## src/rtl/rv_lsu_ctrl.sv

```systemverilog
// RISC-V load/store unit controller: aligns stores onto byte lanes, extends loads,
// and sequences one bus transaction at a time with misalignment and timeout faults.
module rv_lsu_ctrl #(
  parameter int unsigned TIMEOUT_CYCLES = 255
) (
  input  logic        clk,
  input  logic        rst_n,
  input  logic        start,
  input  logic        is_store,
  input  logic [2:0]  funct3,
  input  logic [31:0] addr,
  input  logic [31:0] wdata,
  output logic        busy,
  output logic        done,
  output logic [31:0] rdata,
  output logic        fault,
  output logic        fault_timeout,
  output logic        mem_req,
  output logic        mem_we,
  output logic [31:0] mem_addr,
  output logic [3:0]  mem_be,
  output logic [31:0] mem_wdata,
  input  logic        mem_ack,
  input  logic [31:0] mem_rdata
);

  typedef enum logic [1:0] {S_IDLE, S_REQ, S_DONE, S_ERR} state_t;

  localparam logic [15:0] WAIT_LAST = 16'(TIMEOUT_CYCLES - 1);

  function automatic logic misaligned(input logic [2:0] f3, input logic [1:0] a);
    case (f3[1:0])
      2'b01:   return a[0];
      2'b10:   return (a != 2'b00);
      default: return 1'b0;
    endcase
  endfunction

  function automatic logic [3:0] store_be(input logic [2:0] f3, input logic [1:0] a);
    case (f3)
      3'b000:  return 4'b0001 << a;
      3'b001:  return a[1] ? 4'b1100 : 4'b0011;
      default: return 4'b1111;
    endcase
  endfunction

  function automatic logic [31:0] store_data(input logic [2:0] f3, input logic [31:0] wd);
    case (f3)
      3'b000:  return {4{wd[7:0]}};
      3'b001:  return {2{wd[15:0]}};
      default: return wd;
    endcase
  endfunction

  function automatic logic [31:0] load_extend(input logic [2:0] f3, input logic [1:0] a,
                                              input logic [31:0] word);
    logic [7:0]  b;
    logic [15:0] h;
    b = word[{a, 3'b000} +: 8];
    h = word[{a[1], 4'b0000} +: 16];
    case (f3)
      3'b000:  return {{24{b[7]}}, b};
      3'b001:  return {{16{h[15]}}, h};
      3'b100:  return {24'b0, b};
      3'b101:  return {16'b0, h};
      default: return word;
    endcase
  endfunction

  state_t      state_q;
  logic        busy_q, done_q, fault_q, fault_timeout_q;
  logic        mem_req_q, mem_we_q;
  logic [31:0] mem_addr_q, mem_wdata_q, rdata_q;
  logic [3:0]  mem_be_q;
  logic [2:0]  f3_q;
  logic [1:0]  lane_q;
  logic [15:0] wait_q;

  logic        misalign_d;
  logic [3:0]  be_d;
  logic [31:0] wdata_d;
  logic [31:0] rdata_d;

  assign misalign_d = misaligned(funct3, addr[1:0]);
  assign be_d       = is_store ? store_be(funct3, addr[1:0]) : 4'b1111;
  assign wdata_d    = is_store ? store_data(funct3, wdata) : 32'b0;
  assign rdata_d    = load_extend(f3_q, lane_q, mem_rdata);

  // All outputs are registered; done/fault are one-cycle pulses tied to DONE/ERR.
  always_ff @(posedge clk or negedge rst_n) begin
    if (!rst_n) begin
      state_q         <= S_IDLE;
      busy_q          <= 1'b0;
      done_q          <= 1'b0;
      fault_q         <= 1'b0;
      fault_timeout_q <= 1'b0;
      mem_req_q       <= 1'b0;
      mem_we_q        <= 1'b0;
      mem_addr_q      <= 32'b0;
      mem_be_q        <= 4'b0;
      mem_wdata_q     <= 32'b0;
      rdata_q         <= 32'b0;
      f3_q            <= 3'b0;
      lane_q          <= 2'b0;
      wait_q          <= 16'b0;
    end else begin
      case (state_q)
        S_IDLE: begin
          if (start) begin
            busy_q <= 1'b1;
            if (misalign_d) begin
              state_q         <= S_ERR;
              done_q          <= 1'b1;
              fault_q         <= 1'b1;
              fault_timeout_q <= 1'b0;
            end else begin
              state_q     <= S_REQ;
              mem_req_q   <= 1'b1;
              mem_we_q    <= is_store;
              mem_addr_q  <= {addr[31:2], 2'b00};
              mem_be_q    <= be_d;
              mem_wdata_q <= wdata_d;
              f3_q        <= funct3;
              lane_q      <= addr[1:0];
              wait_q      <= 16'b0;
            end
          end
        end
        S_REQ: begin
          if (mem_ack) begin
            state_q         <= S_DONE;
            mem_req_q       <= 1'b0;
            done_q          <= 1'b1;
            fault_q         <= 1'b0;
            fault_timeout_q <= 1'b0;
            if (!mem_we_q) rdata_q <= rdata_d;
          end else if (wait_q == WAIT_LAST) begin
            state_q         <= S_ERR;
            mem_req_q       <= 1'b0;
            done_q          <= 1'b1;
            fault_q         <= 1'b1;
            fault_timeout_q <= 1'b1;
          end else begin
            wait_q <= wait_q + 16'd1;
          end
        end
        S_DONE, S_ERR: begin
          state_q         <= S_IDLE;
          busy_q          <= 1'b0;
          done_q          <= 1'b0;
          fault_q         <= 1'b0;
          fault_timeout_q <= 1'b0;
        end
        default: state_q <= S_IDLE;
      endcase
    end
  end

  assign busy          = busy_q;
  assign done          = done_q;
  assign fault         = fault_q;
  assign fault_timeout = fault_timeout_q;
  assign rdata         = rdata_q;
  assign mem_req       = mem_req_q;
  assign mem_we        = mem_we_q;
  assign mem_addr      = mem_addr_q;
  assign mem_be        = mem_be_q;
  assign mem_wdata     = mem_wdata_q;

endmodule
```

## config.mk

```make
export PLATFORM = sky130hd
export DESIGN_NAME = rv_lsu_ctrl
export DESIGN_NICKNAME = d
export VERILOG_FILES = /design/src/rtl/rv_lsu_ctrl.sv
export SDC_FILE = /design/constraint.sdc
export NUM_CORES = 1
export LEC_CHECK = 0
export CORE_MARGIN = 5
export CORE_UTILIZATION = 40
export CTS_CLUSTER_SIZE = 30
export DETAILED_ROUTE_END_ITERATION = 8
export HOLD_SLACK_MARGIN = 0.08
export MAX_ROUTING_LAYER = met4
export PLACE_DENSITY = 0.71
export REMOVE_ABC_BUFFERS = 1
export SYNTH_ARGS = -nofsm -noshare
export SYNTH_HDL_FRONTEND = slang
export SYNTH_SLANG_ARGS = --single-unit
export TNS_END_PERCENT = 100
```

## constraint.sdc

```tcl
create_clock -name clk -period 2.5 [get_ports clk]
set_input_delay 0.75 -clock clk [delete_from_list [all_inputs] [get_ports clk]]
set_output_delay 0.75 -clock clk [all_outputs]
set_load 0.03 [all_outputs]
```

## Yosys cells after proc, flatten, opt, wreduce, memory -nomap -nowiden

Index checks and enable logic that the tools add are counted.

| cells by class | value |
|---|---|
| $add $sub $neg | 1 |
| $mul | 0 |
| divide/modulo/power cells | 0 |
| $lt $le $gt $ge | 0 |
| equal/unequal tests | 16 |
| shift operators | 3 |
| mux-type cells | 34 |
| bitwise operators | 2 |
| reduce and logical (&&, ||, !) cells | 14 |

Operator list:

| kind | number |
|---|---|
| 32-bit case mux with 4 select lines | 1 |
| 16-bit two-way mux | 4 |
| 32-bit case mux with 2 select lines | 1 |
| 32-bit two-way mux | 1 |
| 16-bit case mux with 2 select lines | 1 |
| 32-bit by 6-bit indexed part select with 16-bit output | 1 |
| 32-bit by 6-bit indexed part select with 8-bit output | 1 |
| 16-bit by 1-bit adder with 16-bit output, second input constant | 1 |
| 16-bit by 8-bit == test with 1-bit output, second input constant | 1 |
| 1-bit two-way mux | 12 |
| 2-bit inequality test, second input constant | 5 |
| 1-bit case mux with 3 select lines | 3 |
| 3-bit AND reduction | 3 |
| 2-bit two-way mux | 4 |
| 4-bit two-way mux | 2 |
| 4-bit case mux with 2 select lines | 1 |
| 2-bit == test, second input constant | 3 |
| 3-bit by 1-bit == test with 1-bit output, second input constant | 2 |
| 3-bit == test, second input constant | 2 |
| 3-bit zero test | 2 |
| 1-bit case mux with 2 select lines | 3 |
| 2-bit case mux with 3 select lines | 1 |
| 2-bit nonzero test | 3 |
| 5-bit AND reduction | 1 |
| 8 further kinds | 11 |

| word-level totals | value |
|---|---|
| bits in registers | 127 |
| bits in latches | 0 |
| bits in writable memories | 0 |
| memory bits (read-only) | 0 |
| word-level logic and storage cells | 84 |
| memories kept | 0 |

## Depth between registers and ports, before layout

Gate-level depths: netlist (run 1).

| depth | value |
|---|---|
| depth after elaboration | 5 |
| depth in mapped cells | 8 |

## Worst setup path after synthesis (run 1)

No wires, ideal clock.

| path | value |
|---|---|
| path kind | input to register |
| start | input port funct3[0] |
| end | register mem_wdata_q[22] (netlist: mem_wdata[22]) |
| library setup time | 0.133 ns |
| arrival time | 2.171 ns |
| data required time | 2.367 ns |
| path slack | 0.196 ns |
| cell stages on the path | 8 |
| buffers on the path | 2 |
| path through | inv_1 > ha_1 > clkbuf_1 > o21bai_2 > buf_2 > mux2_2 > nand2_1 > o21ai_0 |

| on the way | value |
|---|---|
| word-level cells in the longest chain between the ends | 4 |
| elaborated cells on any way between the ends | 9 |
| classes of those cells | 3 x eq/ne; 3 x mux; 1 x bitwise; 2 x reduce/logical |

Ends and longest elaborated chain:

| element | line | text |
|---|---|---|
| start, declared | 10 | `input logic [2:0] funct3,` |
| 2-bit == test or 2-bit by 1-bit == test with 1-bit output (tied branches) | 32 | `case (f3[1:0])` |
| 1-bit case mux with 2 select lines | 32 |  |
| 1-bit NOT (no source line) | n/a |  |
| 3-bit AND reduction (no source line) | n/a |  |
| end signal, assigned | 122 | `mem_wdata_q <= wdata_d;` |
| end, declared | 73 | `logic [31:0] mem_addr_q, mem_wdata_q, rdata_q;` |

Parallel ways exist; a longest one is shown, timed or not.
A chain may end at the register's enable or synchronous reset.

## Worst setup path in the final report (run 1)

| path | value |
|---|---|
| start | input port funct3[0] |
| end | register mem_wdata_q[8] (netlist: mem_wdata[8]) |

The elaborated chain is that of the path after synthesis.

==> metrics, run 1 <==
violation count after the first detailed-route iteration=487; post-synthesis cell count=632; final number of setup-violating endpoints=0; Setup Skew=0.00704 ns; clock latency of the later-clocked register in the worst-skew pair=0.41 ns; unrepaired setup endpoints after global routing=false; Setup crit end=mem_wdata[8]; combinational family with the most area after synthesis=compound AO/OA/AOI/OAI gates; result of the run=finished clean; Power Internal=6960 uW; number of buffers created by CTS=17; Core Footprint=15300 sq um; cell area reported after detailed placement=8790 sq um; worst path cell trace=clkdlybuf4s50_1 -> inv_1 -> ha_1 -> buf_4 -> nor2b_1 -> a22o_1 -> nand2_1 -> o21ai_0; number of H-tree levels=4; Req. time, crit path=2.82 ns; Flop pwr share=0.305; NumNets Final=960; antenna diode count=0; TritonCTS clock tree=yes; gpl congestion=0.873; power density normalized to cell area=1250 nW/um^2; clk slew on worst S/H paths=0.06 ns; Netlist Area Pre-Place=6270 sq um; number of flops mapped to enable cells by yosys=0; average instance area after synthesis=9.92 sq um; detail-routed via count per cell=5.43; time the worst path needs with I/O delays and setup=2.42 ns; post-synthesis adder-cell area fraction=0.00997; antenna violations before repair=0; multiplexer area fraction after synthesis=0.106; cell area after layout=9390 sq um; Total Routed Length=19100 um; DRC violations left=0; Die Span Y=135 um; destination of the worst register-to-register timing path=wait_q[14]; critical path class=primary input to flip-flop; leading cell type in the layout, fill and taps excluded=sky130_fd_sc_hd__clkdlybuf4s50_1; total of buffers placed on input and output ports=207; clk buf depth=2; die area=18300 sq um; xor and xnor fraction of the mapped netlist area=0; Gate power share=0.484; async set or reset register ratio after synthesis=1.00; WP buf/inv=3; switching power share of the total=0.407; number of cells on the critical path=8; warning count from the yosys run=0; routed vias=5840; Crit-path slowest cell=sky130_fd_sc_hd__nor2b_1; cell chosen for the clock root=sky130_fd_sc_hd__clkbuf_16; part of the total power dissipated in the clock network=0.211; sum of net half-perimeters after detailed placement=13900 um; global-route wire length before repair=30500 um; number of cell rows=45; fraction of final layout cells sized beyond drive strength 1=0.155; count of pins over their slew limit=0; Data arrival, critical path=2.73 ns; Sinks on Clock Net=127; drt first pass iters=5; Peak supply drop=827 uV; startpoint of the worst-slack reg-to-reg timing path=wait_q[1]; overall global routing resource usage=0.213; Post-Layout Cell Count=1075; launching instance or port of the critical path=funct3[0]; maxcap violations=0; number of antenna-violating nets in the routed design=0; gr ovfl total=0; vias in the first global route=5988; stage delay of the slowest cell on the critical path=0.54 ns; switching pwr=4780 uW; number of top-level design ports=210; layout overhead on the synthesized area=49.8%; number of library cell types mapped by synthesis=57; Starting Density=0.410; routed wirelength normalized by instance count=17.8 um; hold crit path type=primary input to asynchronous set/reset pin; kind of cell with the highest combined delay on the critical path=buffers and inverters; pin count of the biggest net entering global routing=55; tightest slew margin relative to the limit=0.560; type of destination of the critical path=flip-flop; Compound-Gate Fraction of Synth Area=0.176; ys flop type=sky130_fd_sc_hd__dfrtp_1; R2R setup slack=0.51 ns; static leakage=0.00394 uW; worst reg-to-reg path cell count=5; commonest cells after routing, fill and taps aside=sky130_fd_sc_hd__clkdlybuf4s50_1 (206), sky130_fd_sc_hd__dfrtp_1 (127), sky130_fd_sc_hd__o21ai_0 (90); maximum net fanout on the critical path=8; sequential share of the synthesized area=0.507; achievable frequency=414 MHz; Worst Max-Slew Pin Slew=0.658 ns; portion of the clock cycle consumed by the worst path in the final layout=0.967; total of hold buffers inserted after clock tree synthesis=0; Die W=135 um; final number of hold-violating endpoints=0; post-CTS setup buffers=0; TNS Setup=0 ns; Synth Area in Simple Gates=0.154; number of storage elements in the synthesis netlist=127; type of origin of the critical path=primary input; placed cells=1043
-- metrics by stage --
step | worst slack, ns | hold slack, ns | total power [uW] | utilization
2_1_floorplan | -1.88 | 0.454 | 6600 | -
3_5_place_dp | -0.423 | 0.480 | 9310 | 0.574
5_1_grt | 0.0121 | 0.337 | 12400 | 0.613
4_1_cts | 0.00202 | 0.316 | 11800 | 0.613
6_report | 0.0821 | 0.312 | 11700 | 0.613
3_3_place_gp | -0.332 | 0.473 | 9140 | 0.574
-- worst min path at each step --
stage / to / start / slack (ns)
2_1_floorplan: busy / rst_n / 0.45
3_3_place_gp: mem_addr[20] / mem_addr[20] / 0.47
3_5_place_dp: mem_addr[29] / mem_addr[29] / 0.48
4_1_cts: mem_wdata[7] / rst_n / 0.32
5_1_grt: mem_wdata[7] / rst_n / 0.34
6_report: mem_wdata[7] / rst_n / 0.31
-- synth_stat cells (all sizes together) (2+ instances only) --
master / number / area share
o22ai: 4 / 0.0040
clkbuf: 36 / 0.022
ha: 5 / 0.010
nor2: 13 / 0.0078
nor4: 4 / 0.0040
a21o: 2 / 0.0024
o211ai: 7 / 0.0092
o31a: 2 / 0.0028
mux2i: 7 / 0.011
a22oi: 8 / 0.0096
and2: 7 / 0.0070
o2bb2ai: 8 / 0.011
or2: 10 / 0.010
a21oi: 21 / 0.017
nor2b: 2 / 0.0020
mux2: 51 / 0.092
nand2: 70 / 0.042
nand3b: 8 / 0.0096
inv: 21 / 0.013
nor3: 6 / 0.0048
o21ai: 92 / 0.073
or4: 5 / 0.0072
dfrtp: 127 / 0.51
buf: 13 / 0.012
nand4: 9 / 0.010
and4: 2 / 0.0028
o21a: 3 / 0.0036
nand3: 39 / 0.031
a22o: 9 / 0.013
o221ai: 2 / 0.0028
nand2b: 9 / 0.0090
a21boi: 2 / 0.0024
a31oi: 13 / 0.013
-- routing by layer --
metal | part of all wire | up-vias | global-route usage
li1 | - | 2715 | -
met1 | 0.40 | 2829 | 0.261
met2 | 0.50 | 262 | 0.348
met3 | 0.075 | 34 | 0.0475
met4 | 0.022 | 0 | 0.0767
met5 | 0 | - | -
-- logic make-up after synthesis --
family          after synthesis
simple gates                189
compound gates              181
flops                       127
buf+inv                      70
mux                          59
fa+ha+maj                     5
other cells                   1
-- state kept, by name, indices dropped and copies added (netlist names), 2 cells and up --
| register | cells |
|---|---|
| mem_wdata | 32 |
| rdata | 32 |
| mem_addr | 30 |
| wait_q | 16 |
| mem_be | 4 |
| f3_q | 3 |
| lane_q | 2 |
| state_q | 2 |
-- area by class of cell --
| type | instances | area, sq um |
|---|---|---|
| flip-flops and latches | 127 | 3180 |
| well taps | 211 | 264 |
| inverters | 21 | 78.8 |
| fillers | 1271 | 5920 |
| clock inverters | 12 | 134 |
| multi-input cells | 436 | 2830 |
| clock buffers | 20 | 467 |
| repair buffers | 248 | 2440 |
-- power groups by stage --
| stage | sequential, uW | combinational (uW) | clock, uW |
|---|---|---|---|
| 2_1_floorplan | 5100 | 1500 | 0 |
| 3_3_place_gp | 3560 | 5590 | 0 |
| 3_5_place_dp | 3610 | 5700 | 0 |
| 4_1_cts | 3580 | 5730 | 2530 |
| 5_1_grt | 3690 | 6050 | 2630 |
| 6_report | 3580 | 5680 | 2480 |
-- what timing repair did --
action | CTS | global route
endpoints found under the hold margin | 0 | 0
endpoints found under the setup margin | 0 | 63
resized for setup | 0 | 4
Power figures use the tool's default switching activity.
==> run 2, diff against run 1 <==
CORE_MARGIN = 1.5   (was 5)
CTS_CLUSTER_SIZE = 16   (was 30)
SKIP_LAST_GASP = 1   (was not set)
==> metrics, run 2 (synthesis results as in run 1) <==
drt first pass iters=5 (unchanged); cell chosen for the clock root=sky130_fd_sc_hd__clkbuf_16; die area=16400 sq um (-10%); maxcap violations=0 (unchanged); startpoint of the worst-slack reg-to-reg timing path=wait_q[9]; type of origin of the critical path=primary input; launching instance or port of the critical path=funct3[0]; cell area reported after detailed placement=8790 sq um (about the same); TritonCTS clock tree=yes; post-CTS setup buffers=0 (unchanged); violation count after the first detailed-route iteration=461 (-5.3%); Power Total=11900 uW (+1.5%); fraction of final layout cells sized beyond drive strength 1=0.155 (-0.000179); detail-routed via count per cell=5.44 (+0.16%); worst reg-to-reg path cell count=5 (unchanged); maximum net fanout on the critical path=41 (+33); antenna diode count=0 (unchanged); achievable frequency=413 MHz (-0.18%); DRC violations left=0 (unchanged); vias in the first global route=5855 (-2.2%); pin count of the biggest net entering global routing=57 (+3.6%); final number of setup-violating endpoints=0 (unchanged); Die Span Y=128 um (-5.2%); power density normalized to cell area=1260 nW/um^2 (+0.97%); Post-Layout Cell Count=1076 (+0.093%); hold crit path type=primary input to asynchronous set/reset pin; worst setup slack after layout=0.0778 ns (-0.00426 ns); Worst Max-Slew Pin Slew=0.701 ns (+0.0427 ns); R2R setup slack=0.52 ns (about the same); antenna violations before repair=0 (unchanged); tightest slew margin relative to the limit=0.532 (-0.0285); overall global routing resource usage=0.235 (+0.0225); result of the run=finished clean; number of buffers created by CTS=17 (unchanged); gr ovfl total=0 (unchanged); number of top-level design ports=210 (unchanged); routed wirelength normalized by instance count=17.1 um (-3.9%); placed cells=1044 (+0.096%); number of H-tree levels=4 (unchanged); Data arrival, critical path=2.76 ns (+0.03 ns); layout overhead on the synthesized area=50.5%; unrepaired setup endpoints after global routing=true; Core Footprint=15300 sq um (-0.37%); number of antenna-violating nets in the routed design=0 (unchanged); Die W=128 um (-5.2%); sum of net half-perimeters after detailed placement=13100 um (-5.8%); clock latency of the later-clocked register in the worst-skew pair=0.42 ns (about the same); Worst Setup Slack post-DPL=-0.437 ns (-0.0131 ns); commonest cells after routing, fill and taps aside=sky130_fd_sc_hd__clkdlybuf4s50_1 (206), sky130_fd_sc_hd__dfrtp_1 (127), sky130_fd_sc_hd__o21ai_0 (91); destination of the worst register-to-register timing path=mem_req; Peak supply drop=771 uV (-6.7%); gpl congestion=0.847 (-3.0%); type of destination of the critical path=flip-flop; portion of the clock cycle consumed by the worst path in the final layout=0.969 (+0.00170); number of fillers in the final layout=1223 (-3.8%); total of buffers placed on input and output ports=207 (unchanged); Starting Density=0.411 (+0.00151); critical path class=primary input to flip-flop; count of pins over their slew limit=0 (unchanged); time the worst path needs with I/O delays and setup=2.42 ns (+0.00426 ns); final number of hold-violating endpoints=0 (unchanged); global-route wire length before repair=29400 um (-3.6%); Total Routed Length=18400 um (-3.8%); number of cell rows=45 (unchanged); clk buf depth=2 (unchanged); leading cell type in the layout, fill and taps excluded=sky130_fd_sc_hd__clkdlybuf4s50_1; cell area after layout=9440 sq um (+0.48%); Sinks on Clock Net=127 (unchanged); total of hold buffers inserted after clock tree synthesis=0 (unchanged); Setup Skew=0.00774 ns (+0.000695 ns); routed vias=5855 (+0.26%); clk slew on worst S/H paths=0.06 ns (about the same); Req. time, crit path=2.83 ns (about the same); static leakage=0.00397 uW (+0.61%); NumNets Final=961 (+0.10%)
==> run 2: changes by cell type in the layout (fill, tap and decap cells not counted), sizes merged <==
cell and change:
buf +1, bufinv +2, clkbuf -2, clkinv -4, clkinvlp -1, inv +5
==> run 2: cell type report <==
class,instances,area [sq um],share of cell area
Inverter,21,78.8,0.00835
Timing Repair Buffer,249,2450,0.260
Tap cell,211,264,0.0280
Sequential cell,127,3180,0.337
Multi-Input combinational cell,436,2830,0.299
Clock buffer,18,439,0.0465
Clock inverter,14,203,0.0215
==> run 2: where the power goes <==
part	switching, uW	internal (uW)	leakage, uW
sequential	567	2950	0.00158
clock	958	1710	0.000313
combinational	3260	2470	0.00207
total	4780	7130	0.00397
==> run 2: stage by stage <==
step / setup TNS [ns] / hold WS, ns / utilization
after global placement: -24.13 / 0.475 / 0.576
after detailed placement: -30.16 / 0.484 / 0.576
final: 0 / 0.300 / 0.619
after CTS: 0 / 0.314 / 0.618
after floorplan: -192.55 / 0.454 / -
after global routing: -0.0126 / 0.330 / 0.619
==> run 2: per-layer routing <==
metal / global-route usage / wire (um)
met3: 0.0513 / 1050
met2: 0.385 / 9330
met5: - / 0
met4: 0.0998 / 512
met1: 0.282 / 7510
==> run 2: worst max-delay path by stage <==
stage | slack (ns) | endpoint
final | 0.08 | mem_wdata[5]
after global routing | -0.008 | mem_wdata[5]
after CTS | 0.08 | mem_wdata[5]
after detailed placement | -0.44 | mem_wdata[5]
after floorplan | -1.88 | rdata[10]
after global placement | -0.34 | mem_addr[29]
==> run 2: critical path: stages <==
cell and delay [ns]:
sky130_fd_sc_hd__clkdlybuf4s50_1 0.49, sky130_fd_sc_hd__inv_1 0.08, sky130_fd_sc_hd__ha_1 0.21, sky130_fd_sc_hd__o21ai_1 0.21, sky130_fd_sc_hd__a21boi_2 0.08, sky130_fd_sc_hd__or2_2 0.34, sky130_fd_sc_hd__buf_12 0.19, sky130_fd_sc_hd__buf_4 0.21
sky130_fd_sc_hd__o21ai_0 0.19
==> run 2: repair_timing <==
action / CTS / global route
resized for setup: 1 / 1
cloned: 0 / 0
endpoints found under the setup margin: 2 / 6
